[config.mk]
export PLATFORM = sky130hd
export DESIGN_NAME = if_id_buffer
export DESIGN_NICKNAME = d
export VERILOG_FILES = /design/src/rtl/if_id_buffer_pkg.sv /design/src/rtl/if_id_buffer.sv
export SDC_FILE = /design/constraint.sdc
export NUM_CORES = 1
export LEC_CHECK = 0
export ABC_AREA = 1
export BUFFER_PORTS_ARGS = -buffer_cell sky130_fd_sc_hd__buf_4
export CAP_MARGIN = 20
export CORE_MARGIN = 4
export CORE_UTILIZATION = 46
export CTS_CLUSTER_SIZE = 16
export DETAILED_ROUTE_END_ITERATION = 16
export PLACE_DENSITY = 0.72
export SLEW_MARGIN = 20
export SYNTH_ARGS = -nofsm -noshare
export SYNTH_HDL_FRONTEND = slang
export SYNTH_SLANG_ARGS = --single-unit
[constraint.sdc]
create_clock -name clk -period 6.3 [get_ports clk]
set_input_delay 0.63 -clock clk [delete_from_list [all_inputs] [get_ports clk]]
set_output_delay 0.63 -clock clk [all_outputs]
set_load 0.01 [all_outputs]
[src/rtl/if_id_buffer_pkg.sv]
// rtl/if_id_buffer_pkg.sv - shared pipeline constants for the IF/ID boundary
package if_id_buffer_pkg;

    // Default datapath width for PC and instruction words.
    localparam int XLEN_DEFAULT = 32;

    // addi x0, x0, 0 -- presented to ID whenever no real instruction is available.
    localparam logic [31:0] NOP_INSTR = 32'h0000_0013;

    // Word-aligned fetch addresses have their two low bits clear.
    function automatic logic pc_misaligned(input logic [1:0] pc_low);
        return pc_low != 2'b00;
    endfunction

endpackage

[src/rtl/if_id_buffer.sv]
// rtl/if_id_buffer.sv - two-entry skid FIFO between fetch and decode
module if_id_buffer
    import if_id_buffer_pkg::*;
#(
    parameter int XLEN  = XLEN_DEFAULT,
    parameter int DEPTH = 2
) (
    input  logic            clk,
    input  logic            rst_n,
    input  logic            if_valid_i,
    input  logic [XLEN-1:0] pc_if_i,
    input  logic [XLEN-1:0] instr_if_i,
    output logic            if_ready_o,
    input  logic            flush_i,
    output logic            id_valid_o,
    input  logic            id_ready_i,
    output logic [XLEN-1:0] pc_id_o,
    output logic [XLEN-1:0] instr_id_o,
    output logic            misalign_o,
    output logic [1:0]      count_o
);

    // Occupancy limit; the pointer and count widths below assume two entries.
    localparam logic [1:0] FULL_COUNT = 2'(DEPTH);

    logic [XLEN-1:0] pc_mem    [2];
    logic [XLEN-1:0] instr_mem [2];
    logic            wr_ptr;
    logic            rd_ptr;
    logic [1:0]      count;
    logic            push;
    logic            pop;

    // Handshakes depend only on registered occupancy, never on id_ready_i.
    assign if_ready_o = (count != FULL_COUNT);
    assign id_valid_o = (count != 2'd0);
    assign count_o    = count;

    // A redirect suppresses both transfers in the cycle it is asserted.
    assign push = if_valid_i && if_ready_o && !flush_i;
    assign pop  = id_valid_o && id_ready_i && !flush_i;

    // Pointer and occupancy bookkeeping; flush and reset empty the buffer.
    always_ff @(posedge clk or negedge rst_n) begin
        if (!rst_n) begin
            wr_ptr <= 1'b0;
            rd_ptr <= 1'b0;
            count  <= 2'd0;
        end else if (flush_i) begin
            wr_ptr <= 1'b0;
            rd_ptr <= 1'b0;
            count  <= 2'd0;
        end else begin
            if (push) begin
                wr_ptr <= ~wr_ptr;
            end
            if (pop) begin
                rd_ptr <= ~rd_ptr;
            end
            case ({push, pop})
                2'b10:   count <= count + 2'd1;
                2'b01:   count <= count - 2'd1;
                default: count <= count;
            endcase
        end
    end

    // Entry storage; contents are don't-care until the count says otherwise.
    always_ff @(posedge clk) begin
        if (push) begin
            pc_mem[wr_ptr]    <= pc_if_i;
            instr_mem[wr_ptr] <= instr_if_i;
        end
    end

    // Head presentation; an empty buffer shows a NOP at address zero.
    always_comb begin
        pc_id_o    = '0;
        instr_id_o = XLEN'(NOP_INSTR);
        misalign_o = 1'b0;
        if (id_valid_o) begin
            pc_id_o    = pc_mem[rd_ptr];
            instr_id_o = instr_mem[rd_ptr];
            misalign_o = pc_misaligned(pc_mem[rd_ptr][1:0]);
        end
    end

endmodule

# After elaboration in Yosys (flattened, before gate mapping)
# Memory sizes are Yosys's and may differ from the RTL's.
# Cells that the tools add are included.
dict set report word_totals {
  ff_bits 4
  ramBits 128
  inputBits 69
  out_inout_bits 69
  word_cells 33
  memories 2
}
dict set report classes {
  n_addsub 2
  n_eq_ne 3
  n_mux 11
  n_bitwise 2
  n_reduce_logical 10
}
# name depth width rd rd_clocked_by_memory_dff write_ports line_no
set mem_list {}
lappend mem_list {instr_mem 2 32 1 0 1 if_id_buffer.sv:27} ;# logic [XLEN-1:0] instr_mem [2];
lappend mem_list {pc_mem 2 32 1 0 1 if_id_buffer.sv:26} ;# logic [XLEN-1:0] pc_mem [2];
# operator count
set ops {}
lappend ops {{2-to-1 mux 32 bit} 2}
lappend ops {{nonzero test 2 bit} 4}
lappend ops {{2-to-1 mux 1 bit} 7}
lappend ops {{logical AND 1 bit} 4}
lappend ops {{case mux 2 bit (2 select lines)} 1}
lappend ops {{nonzero test 3 bit} 1}
lappend ops {{adder 2 x 1 -> 2 bit (second input constant)} 1}
lappend ops {{== test 2 x 1 -> 1 bit (second input constant)} 1}
lappend ops {{== test 2 bit (second input constant)} 1}
lappend ops {{2-to-1 mux 2 bit} 1}
lappend ops {{inequality test 2 bit (second input constant)} 1}
lappend ops {{NOT 1 bit} 2}
lappend ops {{subtractor 2 x 1 -> 2 bit (second input constant)} 1}
lappend ops {{logical NOT 1 bit} 1}

# Longest topological paths before layout
dict set report depth {
  ltp_word 6
  ltp_mapped 9
  ltp_nobuf 9
}

# Worst setup path before layout
# OpenSTA, ideal clock, no wires.
dict set report synth_path {
  path_kind {input port to flip-flop}
  from {in flush_i}
  to {mem instr_mem[1][0] in the netlist's numbering, enable pin}
  setup_time_ps 565
  arrival_time_ps 5094
  required_ps 5735
  slack_ps 640
  cell_stages 1
  path_buffers 0
  cell_sequence {nor3_1}
}
dict set report synth_between {
  elab_chain_len 4
}
# item line_no
set synth_rtl {}
lappend synth_rtl {{start: declaration} if_id_buffer.sv:14} ;# input logic flush_i,
lappend synth_rtl {{logical NOT 1 bit} if_id_buffer.sv:40} ;# assign push = if_valid_i && if_ready_o && !flush_i;
lappend synth_rtl {{logical AND 1 bit} if_id_buffer.sv:40}
lappend synth_rtl {{2-to-1 mux 1 bit} if_id_buffer.sv:70} ;# if (push) begin
lappend synth_rtl {{2-to-1 mux 1 bit (implied by the code)} if_id_buffer.sv:72} ;# instr_mem[wr_ptr] <= instr_if_i;
lappend synth_rtl {{end: declaration} if_id_buffer.sv:27}
# Every way passes these cells.

# Worst setup path after layout
dict set report layout_path {
  from {reg rd_ptr}
  to {out pc_id_o[31]}
}
dict set report layout_between {
  elab_chain_len 2
}
# item line_no
set layout_rtl {}
lappend layout_rtl {{start: declaration} if_id_buffer.sv:29} ;# logic rd_ptr;
lappend layout_rtl {{start signal: assignment} if_id_buffer.sv:58} ;# rd_ptr <= ~rd_ptr;
lappend layout_rtl {{memory read (2 x 32 bit)} -}
lappend layout_rtl {{2-to-1 mux 32 bit} if_id_buffer.sv:81} ;# if (id_valid_o) begin
lappend layout_rtl {{end: declaration} if_id_buffer.sv:17} ;# output logic [XLEN-1:0] pc_id_o,
# Every way passes these cells.

==> qor.tcl <==
set qor(finalPower_w) 0.00289
set qor(clkSinkCount) 132
set qor(power.leakage_nw) 2.70
set qor(port_buffers) 137
set qor(register_to_register_setup_slack_ns) 3.86
set qor(critical_path.cell_chain) {buf_4 > clkinv_2 > nand2_1 > a21oi_1 > buf_4}
set qor(combined_area_of_the_multi_input_logic_cells_sq_um) 962
set qor(worst-setup-path-type) {reg -> out}
set qor(start_util) 0.480
set qor(path_clk_slew_ns) 0.06
set qor(highest_clock_frequency_the_design_can_meet_mhz) 279
set qor(layout.filler_cells) 801
set qor(design.final.nets) 591
set qor(post_synth_edffs) 128
set qor(num_vias) 3292
set qor(synth.area.top_cells) {edfxtp_1 77%, nand2_1 10%, a21oi_1 6.2%, dfrtp_1 2.0%, buf_2 1.3%}
set qor(drv_slew) 0
set qor(globalRouteTotalUtil) 0.168
set qor(synth_largest_area_cell) {edfxtp_1}
set qor(crit_path_arrival_time_ns) 2.96
set qor(syn_to_final_growth_pct) 34.7
set qor(ys_seq_area_frac) 0.786
set qor(die_x_um) 112
set qor(crit_buf_inv) 3
set qor(dp_hpwl_um) 6320
set qor(slew_headroom) 0.364
set qor(startpoint_type) {flop}
set qor(num_antenna_cells) 0
set qor(rr_endpoint) {rd_ptr}
set qor(via_count_of_the_first_global_routing_pass) 3336
set qor(power_density_nw_per_um2) 427
set qor(place_worst_setup_slack_ns) 3.49
set qor(final_number_of_setup_violating_endpoints) 0
set qor(grt_setup_unrepaired) {false}
set qor(synth.net_count) 449
set qor(syn-cell-area_sq_um) 5020
set qor(synth.lib_cells_used.distinct) 19
set qor(reg2reg_depth) 4
set qor(htree_levels) 4
set qor(sequential_cell_area_sq_um) 3950
set qor(final_min_period_over_clock_period) 0.569
set qor(cts_tree) {done}
set qor(worstHoldPathType) {in -> reg}
set qor(setup.worst_path.end_class) {output port}
set qor(worst_slew_pin_slew_ns) 0.954
set qor(crit_cells) 5
set qor(ys.flop_type) {edfxtp_1}
set qor(ios) 138
set qor(die-height_um) 112
set qor(cpLargestDelayFamily) {buffers and inverters}
set qor(finalClockSkew_ns) 0.00588
set qor(crit_start) {rd_ptr}
set qor(grt_antenna_before_repair) 0
set qor(max-vdd-ir-drop_mv) 0.257
set qor(drt-wirelength-per-cell_um) 15.5
set qor(global_route_wire_length_before_repair_um) 16600
set qor(route.detailed.vias_per_inst) 4.91
set qor(synth.avg_cell_area_sq_um) 13.2
set qor(fin_worst_setup_slack_ns) 2.71
set qor(hold-worst-slack_ns) 0.312
set qor(yosys_register_bits) 132
set qor(async_flop_share) 0.0303
set qor(dr.first_iter.drc_count) 189
set qor(r2r-start) {rd_ptr}
set qor(post-synth-top-area-fraction) 0.766
set qor(cp_common_cell) {buf_4}
set qor(die_area_sq_um) 12600
set qor(outcome) {complete, no violations}
set qor(number_of_buffers_created_by_cts) 17
set qor(grt_max_degree) 66
set qor(number_of_instances_in_the_synthesized_netlist) 380
set qor(fp-row-count) 37
set qor(timing.critical_path.fanout_max) 65
set qor(drt.antenna.violating_nets) 0
set qor(cpPeakStageDelay_ns) 0.93
set qor(timing.critical_path.slowest_stage_cell) {clkinv_2}
set qor(layout-drive-gt1-share) 0.344
set qor(clk_latency_ns) 0.50
set qor(core_area_sq_um) 10500
set qor(final_replace_weighted_congestion) 0.779
set qor(cts_root_buffer) {clkbuf_8}
set qor(totalNegativeSetupSlack_ns) 0
set qor(route.detailed.drc) 0
set qor(count_of_final_hold_check_violations) 0
set qor(max_cap_viols) 0
set qor(synthesis.yosys.warnings) 0
set qor(critical_path.endpoint) {pc_id_o[31]}
set qor(cp.required_ns) 5.67
set qor(global_route.overflow_total) 0
set qor(clk_path_buf_depth) 2
set qor(final.min_clock_period_ns) 3.59
set qor(detail_route.wirelength_um) 10400
set qor(detailedRoute.firstPassIterationCount) 5
[flip-flops by register name, summed over array words and instances, names as in the netlist]
name,flops
count_o,2
instr_mem,64
pc_mem,64
rd_ptr,1
wr_ptr,1
[layout make-up]
type	count	share of cell area
flip-flops and latches	132	0.584
repair buffers	142	0.158
clock inverters	14	0.0239
clock buffers	18	0.0618
inverters	9	0.00518
multi-input cells	220	0.142
well taps	136	0.0252
[per-stage QoR]
stage | cell area, sq um | instances | utilization
6_report | 6760 | 671 | 0.646
5_1_grt | 6760 | 671 | 0.646
4_1_cts | 6760 | 671 | 0.646
3_5_place_dp | 6170 | 638 | 0.590
3_3_place_gp | 6170 | 638 | 0.590
2_1_floorplan | 5020 | 380 | -
[report_power, final]
part / switching, W / internal, W / total [W]
clock network: 0.000343 / 0.000600 / 0.000943
registers: 0.0000252 / 0.00105 / 0.00108
logic: 0.000511 / 0.000356 / 0.000868
[layout by cell type, fill, tap and decap left out, types with 4 or more instances in the layout]
master and instances:
nand3_1 4, buf_4 141, nand2_1 138, a21oi_1 62
clkbuf_16 16, clkinv_2 6, edfxtp_1 128, nor2_1 4
inv_2 4
[what timing repair did]
action                    in CTS  in global routing
resized for setup              0                  0
hold buffers                   1                  0
hold endpoints to repair       4                  0
setup buffers                  0                  0
[layer usage]
layer | up-vias | part of all wire | track usage
met4 | 0 | 0.013 | 0.0625
met1 | 1545 | 0.42 | 0.208
met5 | - | 0 | 0
li1 | 1616 | - | -
met3 | 10 | 0.064 | 0.0518
met2 | 121 | 0.50 | 0.280
[logic make-up (layout without fill, tap and decap cells)]
family	after synthesis	after routing	share of synthesized area
AOI/OAI and AO/OA	64	64	0.0638
muxes	2	2	0.00399
buffers and inverters	28	183	0.0242
DFF	132	132	0.786
and+or+nand+nor	154	154	0.122
[worst register-to-register path, cell delays in order, from the launching register on]
cell and delay (ns):
dfrtp_2 0.34, buf_4 0.56, clkinv_2 0.94, o21ai_1 0.39
a21oi_1 0.06
[cells in the mapped netlist, types with 2 or more instances]
library cell / instances
nand2_1: 138
edfxtp_1: 128
a21oi_1: 62
buf_2: 13
clkbuf_1: 6
dfrtp_1: 4
inv_1: 4
inv_2: 4
nand3_1: 4
nor2_1: 4
nand2_2: 3
mux2i_1: 2
o21ai_1: 2
[worst min-delay path by stage]
| stage | startpoint | to | slack [ns] | cells after the start |
|---|---|---|---|---|
| floorplan | rst_n | count_o[0] | 0.33 | 0 |
| global placement | rst_n | count_o[0] | 0.43 | 1 |
| detailed placement | rst_n | count_o[0] | 0.43 | 1 |
| CTS | instr_if_i[5] | instr_mem[0][5] | 0.28 | 1 |
| global route | instr_if_i[12] | instr_mem[1][12] | 0.28 | 1 |
| finish | instr_if_i[5] | instr_mem[0][5] | 0.31 | 1 |
Power figures use the tool's default switching activity.
